==> src/rtl/dmem_arbiter_pkg.sv <==
// Shared types and constants for the dmem arbiter slice.
package dmem_arb_pkg;
  typedef enum logic {ARB = 1'b0, OWN = 1'b1} arb_state_t;

  localparam int DEF_NREQ      = 2;
  localparam int DEF_AW        = 32;
  localparam int DEF_DW        = 32;
  localparam int DEF_MAX_BURST = 4;

  // Width of a requester index; never below one bit.
  function automatic int idx_w(input int n);
    return (n > 1) ? $clog2(n) : 1;
  endfunction
endpackage

==> src/rtl/dmem_arbiter_rr_pick.sv <==
// Round-robin picker: rotate req so last+1 sits at bit 0, take lowest set bit, rotate back.
module rr_pick
  import dmem_arb_pkg::*;
#(
  parameter int NREQ = DEF_NREQ,
  localparam int IW  = idx_w(NREQ)
) (
  input  logic [NREQ-1:0] req,
  input  logic [IW-1:0]   last,
  output logic [NREQ-1:0] gnt,
  output logic [IW-1:0]   idx
);
  int                  start;
  logic [2*NREQ-1:0]   rot2;
  logic [2*NREQ-1:0]   back2;
  logic [NREQ-1:0]     rot;
  logic [NREQ-1:0]     pick;

  always_comb begin
    start = (last == IW'(NREQ-1)) ? 0 : int'(last) + 1;
    rot2  = {req, req} >> start;
    rot   = rot2[NREQ-1:0];
    pick  = rot & (-rot);
    back2 = {pick, pick} << start;
    gnt   = back2[2*NREQ-1:NREQ];
    idx   = '0;
    for (int i = 0; i < NREQ; i++)
      if (gnt[i]) idx = IW'(i);
  end
endmodule

==> src/rtl/dmem_arbiter.sv <==
// Shares single-port dmem between NREQ requesters: round-robin with bounded lock, registered read return.
module dmem_arbiter
  import dmem_arb_pkg::*;
#(
  parameter int NREQ      = DEF_NREQ,
  parameter int AW        = DEF_AW,
  parameter int DW        = DEF_DW,
  parameter int MAX_BURST = DEF_MAX_BURST
) (
  input  logic                     clk,
  input  logic                     reset,
  input  logic [NREQ-1:0]          req,
  input  logic [NREQ-1:0]          we,
  input  logic [NREQ-1:0]          lock,
  input  logic [NREQ-1:0][AW-1:0]  addr,
  input  logic [NREQ-1:0][DW-1:0]  wdata,
  output logic [NREQ-1:0]          gnt,
  output logic [DW-1:0]            rdata,
  output logic [NREQ-1:0]          rvalid,
  output logic                     mem_we,
  output logic [AW-1:0]            mem_adr,
  output logic [DW-1:0]            mem_wd,
  input  logic [DW-1:0]            mem_rd
);
  localparam int IW = idx_w(NREQ);
  localparam int BW = $clog2(MAX_BURST + 1);

  arb_state_t      state, state_n;
  logic [IW-1:0]   last, last_n, owner, owner_n, g, pick_idx;
  logic [BW-1:0]   burst_cnt, burst_n;
  logic [NREQ-1:0] pick_gnt;
  logic            xfer;

  rr_pick #(.NREQ(NREQ)) u_pick (
    .req  (req),
    .last (last),
    .gnt  (pick_gnt),
    .idx  (pick_idx)
  );

  always_comb begin
    gnt     = '0;
    g       = '0;
    xfer    = 1'b0;
    state_n = state;
    last_n  = last;
    owner_n = owner;
    burst_n = burst_cnt;
    if (!reset) begin
      case (state)
        ARB: begin
          if (|req) begin
            gnt    = pick_gnt;
            g      = pick_idx;
            xfer   = 1'b1;
            last_n = pick_idx;
            if (lock[pick_idx] && MAX_BURST > 1) begin
              state_n = OWN;
              owner_n = pick_idx;
              burst_n = BW'(1);
            end
          end
        end
        OWN: begin
          // last still holds owner, so a forced release resumes the search at owner+1
          if (req[owner]) begin
            gnt[owner] = 1'b1;
            g          = owner;
            xfer       = 1'b1;
            burst_n    = burst_cnt + BW'(1);
            if (!lock[owner] || burst_n == BW'(MAX_BURST)) begin
              state_n = ARB;
              burst_n = '0;
            end
          end else begin
            state_n = ARB;
            burst_n = '0;
          end
        end
        default: state_n = ARB;
      endcase
    end
  end

  assign mem_we  = xfer & we[g];
  assign mem_adr = xfer ? addr[g]  : '0;
  assign mem_wd  = xfer ? wdata[g] : '0;

  always_ff @(posedge clk) begin
    if (reset) begin
      state     <= ARB;
      last      <= IW'(NREQ-1);
      owner     <= '0;
      burst_cnt <= '0;
      rdata     <= '0;
      rvalid    <= '0;
    end else begin
      state     <= state_n;
      last      <= last_n;
      owner     <= owner_n;
      burst_cnt <= burst_n;
      if (xfer && !we[g]) begin
        rdata  <= mem_rd;
        rvalid <= gnt;
      end else begin
        rvalid <= '0;
      end
    end
  end
endmodule

==> config.mk <==
export PLATFORM = sky130hd
export DESIGN_NAME = dmem_arbiter
export DESIGN_NICKNAME = d
export VERILOG_FILES = /design/src/rtl/dmem_arbiter_pkg.sv /design/src/rtl/dmem_arbiter_rr_pick.sv /design/src/rtl/dmem_arbiter.sv
export SDC_FILE = /design/constraint.sdc
export NUM_CORES = 1
export LEC_CHECK = 0
export ABC_AREA = 1
export ABC_CLOCK_PERIOD_IN_PS = 4830
export CAP_MARGIN = 30
export CORE_AREA = 2 2 103 105
export DETAILED_ROUTE_END_ITERATION = 8
export DIE_AREA = 0 0 105 107
export GPL_ROUTABILITY_DRIVEN = 0
export GPL_TIMING_DRIVEN = 0
export PLACE_DENSITY = 0.74
export SLEW_MARGIN = 20
export SYNTH_ARGS = -nofsm -noshare
export SYNTH_HDL_FRONTEND = slang
export SYNTH_HIERARCHICAL = 1
export SYNTH_SLANG_ARGS = --single-unit
==> constraint.sdc <==
create_clock -name clk -period 4.83 [get_ports clk]
set_input_delay 0.966 -clock clk [delete_from_list [all_inputs] [get_ports clk]]
set_output_delay 0.966 -clock clk [all_outputs]
set_load 0.01 [all_outputs]
* Word level (Yosys, flattened, before mapping) *
Index checks and enable logic that the tools add are counted.

cells by class
  shifts and indexed selects = 2
  equal/unequal tests = 3
  reductions and logical operators = 10
  add/sub/neg operators = 3
  bitwise operators = 4
  $lt $le $gt $ge = 4
  muxes and demuxes = 40

operator list
  kind                                                                   number
  32-bit two-way mux                                                     7
  4-bit by 32-bit left shift with 4-bit output                           1
  4-bit by 32-bit >> shifter with 2-bit output                           1
  1-bit two-way mux                                                      20
  3-bit two-way mux                                                      4
  1-bit by 2-bit < comparator with 1-bit output (second input constant)  3
  2-bit two-way mux                                                      3
  1-bit case mux with 2 select lines                                     3
  3-bit case mux with 2 select lines                                     1
  2-bit inequality test (second input constant)                          2
  2-bit case mux with 2 select lines                                     1
  2-bit AND reduction                                                    2
  2-bit OR reduction                                                     2
  3-bit by 1-bit adder with 3-bit output (second input constant)         1
  3-bit == test (second input constant)                                  1
  3-bit AND reduction                                                    1
  1-bit by 1-bit adder with 2-bit output (second input constant)         1
  2-bit bitwise AND                                                      1
  1-bit logical AND                                                      2
  1-bit logical NOT                                                      2
  2-bit negator                                                          1
  1-bit NOT                                                              2
  1-bit bitwise AND                                                      1
  1-bit demux with 1-bit select                                          1
  other kinds (2)                                                        2

word-level totals
  flip-flop bits (word level) = 40

* Longest topological paths before layout *
  depth after elaboration = 16
  depth in mapped cells = 11
  gate-level depth less buffers = 10

* Hierarchy *
Netlist, hierarchy kept.

modules (own cells, without submodules)
  module        instances  cells each  seq. area each (sq um)  area an instance (sq um)
  dmem_arbiter  1          548         800.8                   2979.1
  rr_pick       1          5           0.0                     35.0

* Worst setup path after synthesis *
Ideal clock, no wire load.

  kind = input to output
  start = input reset
  end = output mem_adr[0]
  arrival = 2.060 ns
  slack = 1.804 ns
  path buffers = 3
  stages = 7
  cell sequence = buf_2 > clkinv_1 > nand2_1 > buf_2 > buf_2 > nor2_1 > nor2_1

on the way
  cells in the longest elaborated chain, start to end = 4

RTL lines
  item                                                    line                text
  start, declared                                         dmem_arbiter.sv:11  input logic reset,
  1-bit two-way mux                                       dmem_arbiter.sv:49  if (!reset) begin
  32-bit two-way mux (not written as such) (2 in series)  dmem_arbiter.sv:86  assign mem_adr = xfer ? addr[g] : '0;
  32-bit two-way mux (*)                                  dmem_arbiter.sv:86
  end, declared                                           dmem_arbiter.sv:21  output logic [AW-1:0] mem_adr,

Mark *: on every way between the ends. The rest lies on a longest branch, timed or not. The select of a mux whose other input is x is not followed.

* Worst setup path after layout *
  start = input req[1]
  end = output mem_adr[14]

on the way
  cells in the longest elaborated chain, start to end = 11

RTL lines
  item                                                        line                        text
  start, declared                                             dmem_arbiter.sv:12          input logic [NREQ-1:0] req,
  4-bit by 32-bit >> shifter with 2-bit output (*)            dmem_arbiter_rr_pick.sv:21  rot2 = {req, req} >> start;
  2-bit negator                                               dmem_arbiter_rr_pick.sv:23  pick = rot & (-rot);
  2-bit bitwise AND (*)                                       dmem_arbiter_rr_pick.sv:23
  4-bit by 32-bit left shift with 4-bit output (*)            dmem_arbiter_rr_pick.sv:24  back2 = {pick, pick} << start;
  1-bit two-way mux (*)                                       dmem_arbiter_rr_pick.sv:28  if (gnt[i]) idx = IW'(i);
  via pick_idx                                                dmem_arbiter.sv:29          logic [IW-1:0] last, last_n, owner, owner_n, g, pick_idx;
  1-bit two-way mux (*)                                       dmem_arbiter.sv:52          if (|req) begin
  1-bit case mux with 2 select lines (*)                      dmem_arbiter.sv:50          case (state)
  1-bit two-way mux (*)                                       dmem_arbiter.sv:49
  32-bit two-way mux (not written as such) (*) (2 in series)  dmem_arbiter.sv:86
  32-bit two-way mux (*)                                      dmem_arbiter.sv:86

The timed path passes the listed nets; every way through them passes the cells marked *. The select of a mux whose other input is x is not followed.

==> summary.txt <==
Status
  • Status: finished, final reports clean

Synth
  • Syn Inst Count: between 500 and 600
  • Synth Cell Area: ~3000 um2
  • Number of flops mapped to enable cells by yosys: 0
  • Most common library cells after synthesis: nor2_1, inv_1, nand2_1
  • Top cells by area, synth: dfxtp_1, nor2_1, inv_1
  • Yosys warning count: 6
  • Top cell type's share of synthesized area: about a quarter
  • Synth unique cells: 23
  • Primary FF master, synth: dfxtp_1
  • Area leader, netlist: dfxtp_1
  • Syn nets: about 720
  • Most common cell in the netlist: nor2_1
  • Seq/Total Area, Yosys: roughly a quarter
  • Fraction of registers with async set/reset: 0%
  • Register bit count reported by yosys: 40
  • Synth Area per Inst: 5.45 um2

Worst setup path
  • Most frequent cell on the critical path: clkdlybuf4s50_1
  • Critical path class: in -> out
  • CP Max Fanout: 10
  • Crit path largest cell delay: ~570 ps
  • Register-to-Register Path Depth: 9
  • CP Depth: 9
  • Critical Path RT: 3860 ps
  • WP data arrival: 3530 ps
  • Worst Setup Start Kind: input pin
  • WP buf/inv: 4
  • Cell family with most CP delay: buffers and inverters
  • Slowest CP cell: clkdlybuf4s50_1
  • CP Cell Sequence: clkdlybuf4s50_1 -> a21boi_2 -> nand3_1 -> nand2_1 -> buf_2 -> clkbuf_1 -> o21ai_0 -> nor2_1 -> clkdlybuf4s50_1
  • CP Capture Type: output port

Placed design
  • Port Buffer Count: roughly 270
  • Detailed placement HPWL: 10.3 mm
  • Placed cells: about 960

Clock network
  • Clock-pin slew on the worst setup and hold paths: 80 ps
  • CTS H-tree depth: 2
  • # resized after CTS: 0
  • Clock Latency Late Sink: roughly 300 ps
  • CTS tree: done
  • Cts hold-fix bufs: 0
  • Clock tree buffer depth: 2
  • CTS Buf Count: 5
  • Clk sink count: 40
  • CTS Root Cell: clkbuf_8
  • Post-CTS Setup Bufs: 0

Die
  • Die span in x: about 110 um
  • Starting Density: 29.9%
  • Die Y: 107 um
  • Area of the core: ~10000 um2
  • # IOs: 269
  • Die area: approximately 11000 um2
  • Rows: 37

Worst hold path
  • Hold Path Class: reg -> reg
  • Hold path cells: 2

STA
  • Peak Freq: ~220 MHz
  • Max-Slew Margin vs Limit: ~70%
  • # setup viols final: 0
  • Min cycle time layout: 4500 ps
  • Worst Tran Pin Value: between 400 and 500 ps
  • Setup TNS: 0 ps
  • Period utilization: a little over 90%
  • Hold Violations, Final: 0
  • Unrepaired setup endpoints after global routing: false
  • Setup Skew: 5.45 ps
  • Hold Slack: roughly 500 ps
  • Fin. max-slew vios: 0

Route
  • Post-DRT Antenna Nets: 0
  • Number of remaining DRC errors: 0
  • Per-cell routed wire length: between 10 and 15 um
  • Total wire length: around 12 mm
  • Vias/cell: 4.50
  • Initial DRC Count: between 100 and 150
  • Vias after detailed routing: between 4000 and 5000
  • DR pass1 iterations: 4

Finish
  • Filler cell count: roughly 1000
  • Post-route insts no fill: 964
  • Number of antenna cells inserted: 0
  • Proportion of layout cells with a drive suffix above 1: under 10%
  • Area grow syn2layout: 98.0%
  • NumNets Final: 997

Flow run
  • MaxCap Viol Count: 0

Global routing
  • First-pass GRT wire length: just under 20 mm
  • Remaining global-route overflow: 0
  • Tot GR Track Use: a little over a fifth
  • Pin count of the biggest net entering global routing: 14
  • Vias in the first global route: between 4000 and 5000
  • Initial antenna violation count: 0

Pwr
  • Pwr dens: roughly 200 nW/um2
  • Worst vdd ir: 0.000118 V
  • Leakage: between 2 and 3 nW
-- power by group --
group          switching, mW  internal [mW]
Clock                  0.124          0.153
Combinational          0.231          0.302
Sequential            0.0143          0.356
-- layer usage --
layer  routed length [um]  track usage [%]  up-vias
met4                  388             7.52        0
met1                 4440             20.6     1896
met3                 1080             7.11       30
li1                     -                -     2226
met5                    0                0        -
met2                 6400             40.2      189
-- through the flow --
step | power [mW] | instance area [um2] | util (%) | setup slack [ps]
CTS | 1.19 | 5970 | 59.1 | 319
global placement | 0.905 | 5860 | 58.0 | 405
global route | 1.26 | 5970 | 59.1 | 138
floorplan | 0.590 | 3010 | - | 1800
finish | 1.18 | 5970 | 59.1 | 334
detailed placement | 0.912 | 5860 | 58.0 | 318
-- cell usage in the layout, fill, tap and decap left out, drive strengths merged --
cell type,count
nor3,1
clkbuf,17
clkdlybuf4s50,267
or2,1
buf,26
nand4,32
o21ai,68
nand3,8
bufinv,1
nor2,167
dfxtp,40
clkinvlp,1
a21boi,3
ha,2
inv,105
xor2,1
a21oi,8
clkinv,2
nand2,78
-- kinds of logic (layout without fill, tap and decap cells) --
| kind of cell | Yosys count | in the layout | share of synthesized area [%] |
|---|---|---|---|
| AO/OA/AOI/OAI | 79 | 79 | 13.6 |
| buffers and inverters | 144 | 419 | 19.2 |
| flip-flops | 40 | 40 | 26.6 |
| XOR/XNOR | 1 | 1 | 0.291 |
| adder cells (fa/ha/maj) | 2 | 2 | 0.830 |
| AND/OR/NAND/NOR | 287 | 287 | 39.5 |
-- worst paths after layout --
path / slack [ps] / to / start
worst max-delay path: 330 / mem_adr[14] / req[1]
worst min-delay path: 490 / burst_cnt[2] / burst_cnt[2]
worst max register to register: 3140 / rdata[2] / state
worst min register to register: 490 / burst_cnt[2] / burst_cnt[2]
-- sequential cells by signal, indices dropped and copies added, names as in the netlist --
register and count:
rdata 32, owner 1, state 1, last 1, rvalid 2, burst_cnt 3
-- area by class of cell --
cell class                      instances  area, um2  share of cell area (%)
Inverter                              106        398                    6.67
Tap cell                              136        170                    2.85
Buffer                                 38        180                    3.02
Sequential cell                        40        801                    13.4
Timing Repair Buffer                  267       2670                    44.8
Multi-Input combinational cell        369       1640                    27.4
Clock buffer                            5       68.8                    1.15
Clock inverter                          3       42.5                   0.713
-- tightest hold or removal path, delay by kind of cell, from the launching register on --
family / cells / cell delay (ps)
AOI/OAI and AO/OA: 1 / 60
DFF: 1 / 320
and+or+nand+nor: 1 / 60
Power figures use the tool's default switching activity.
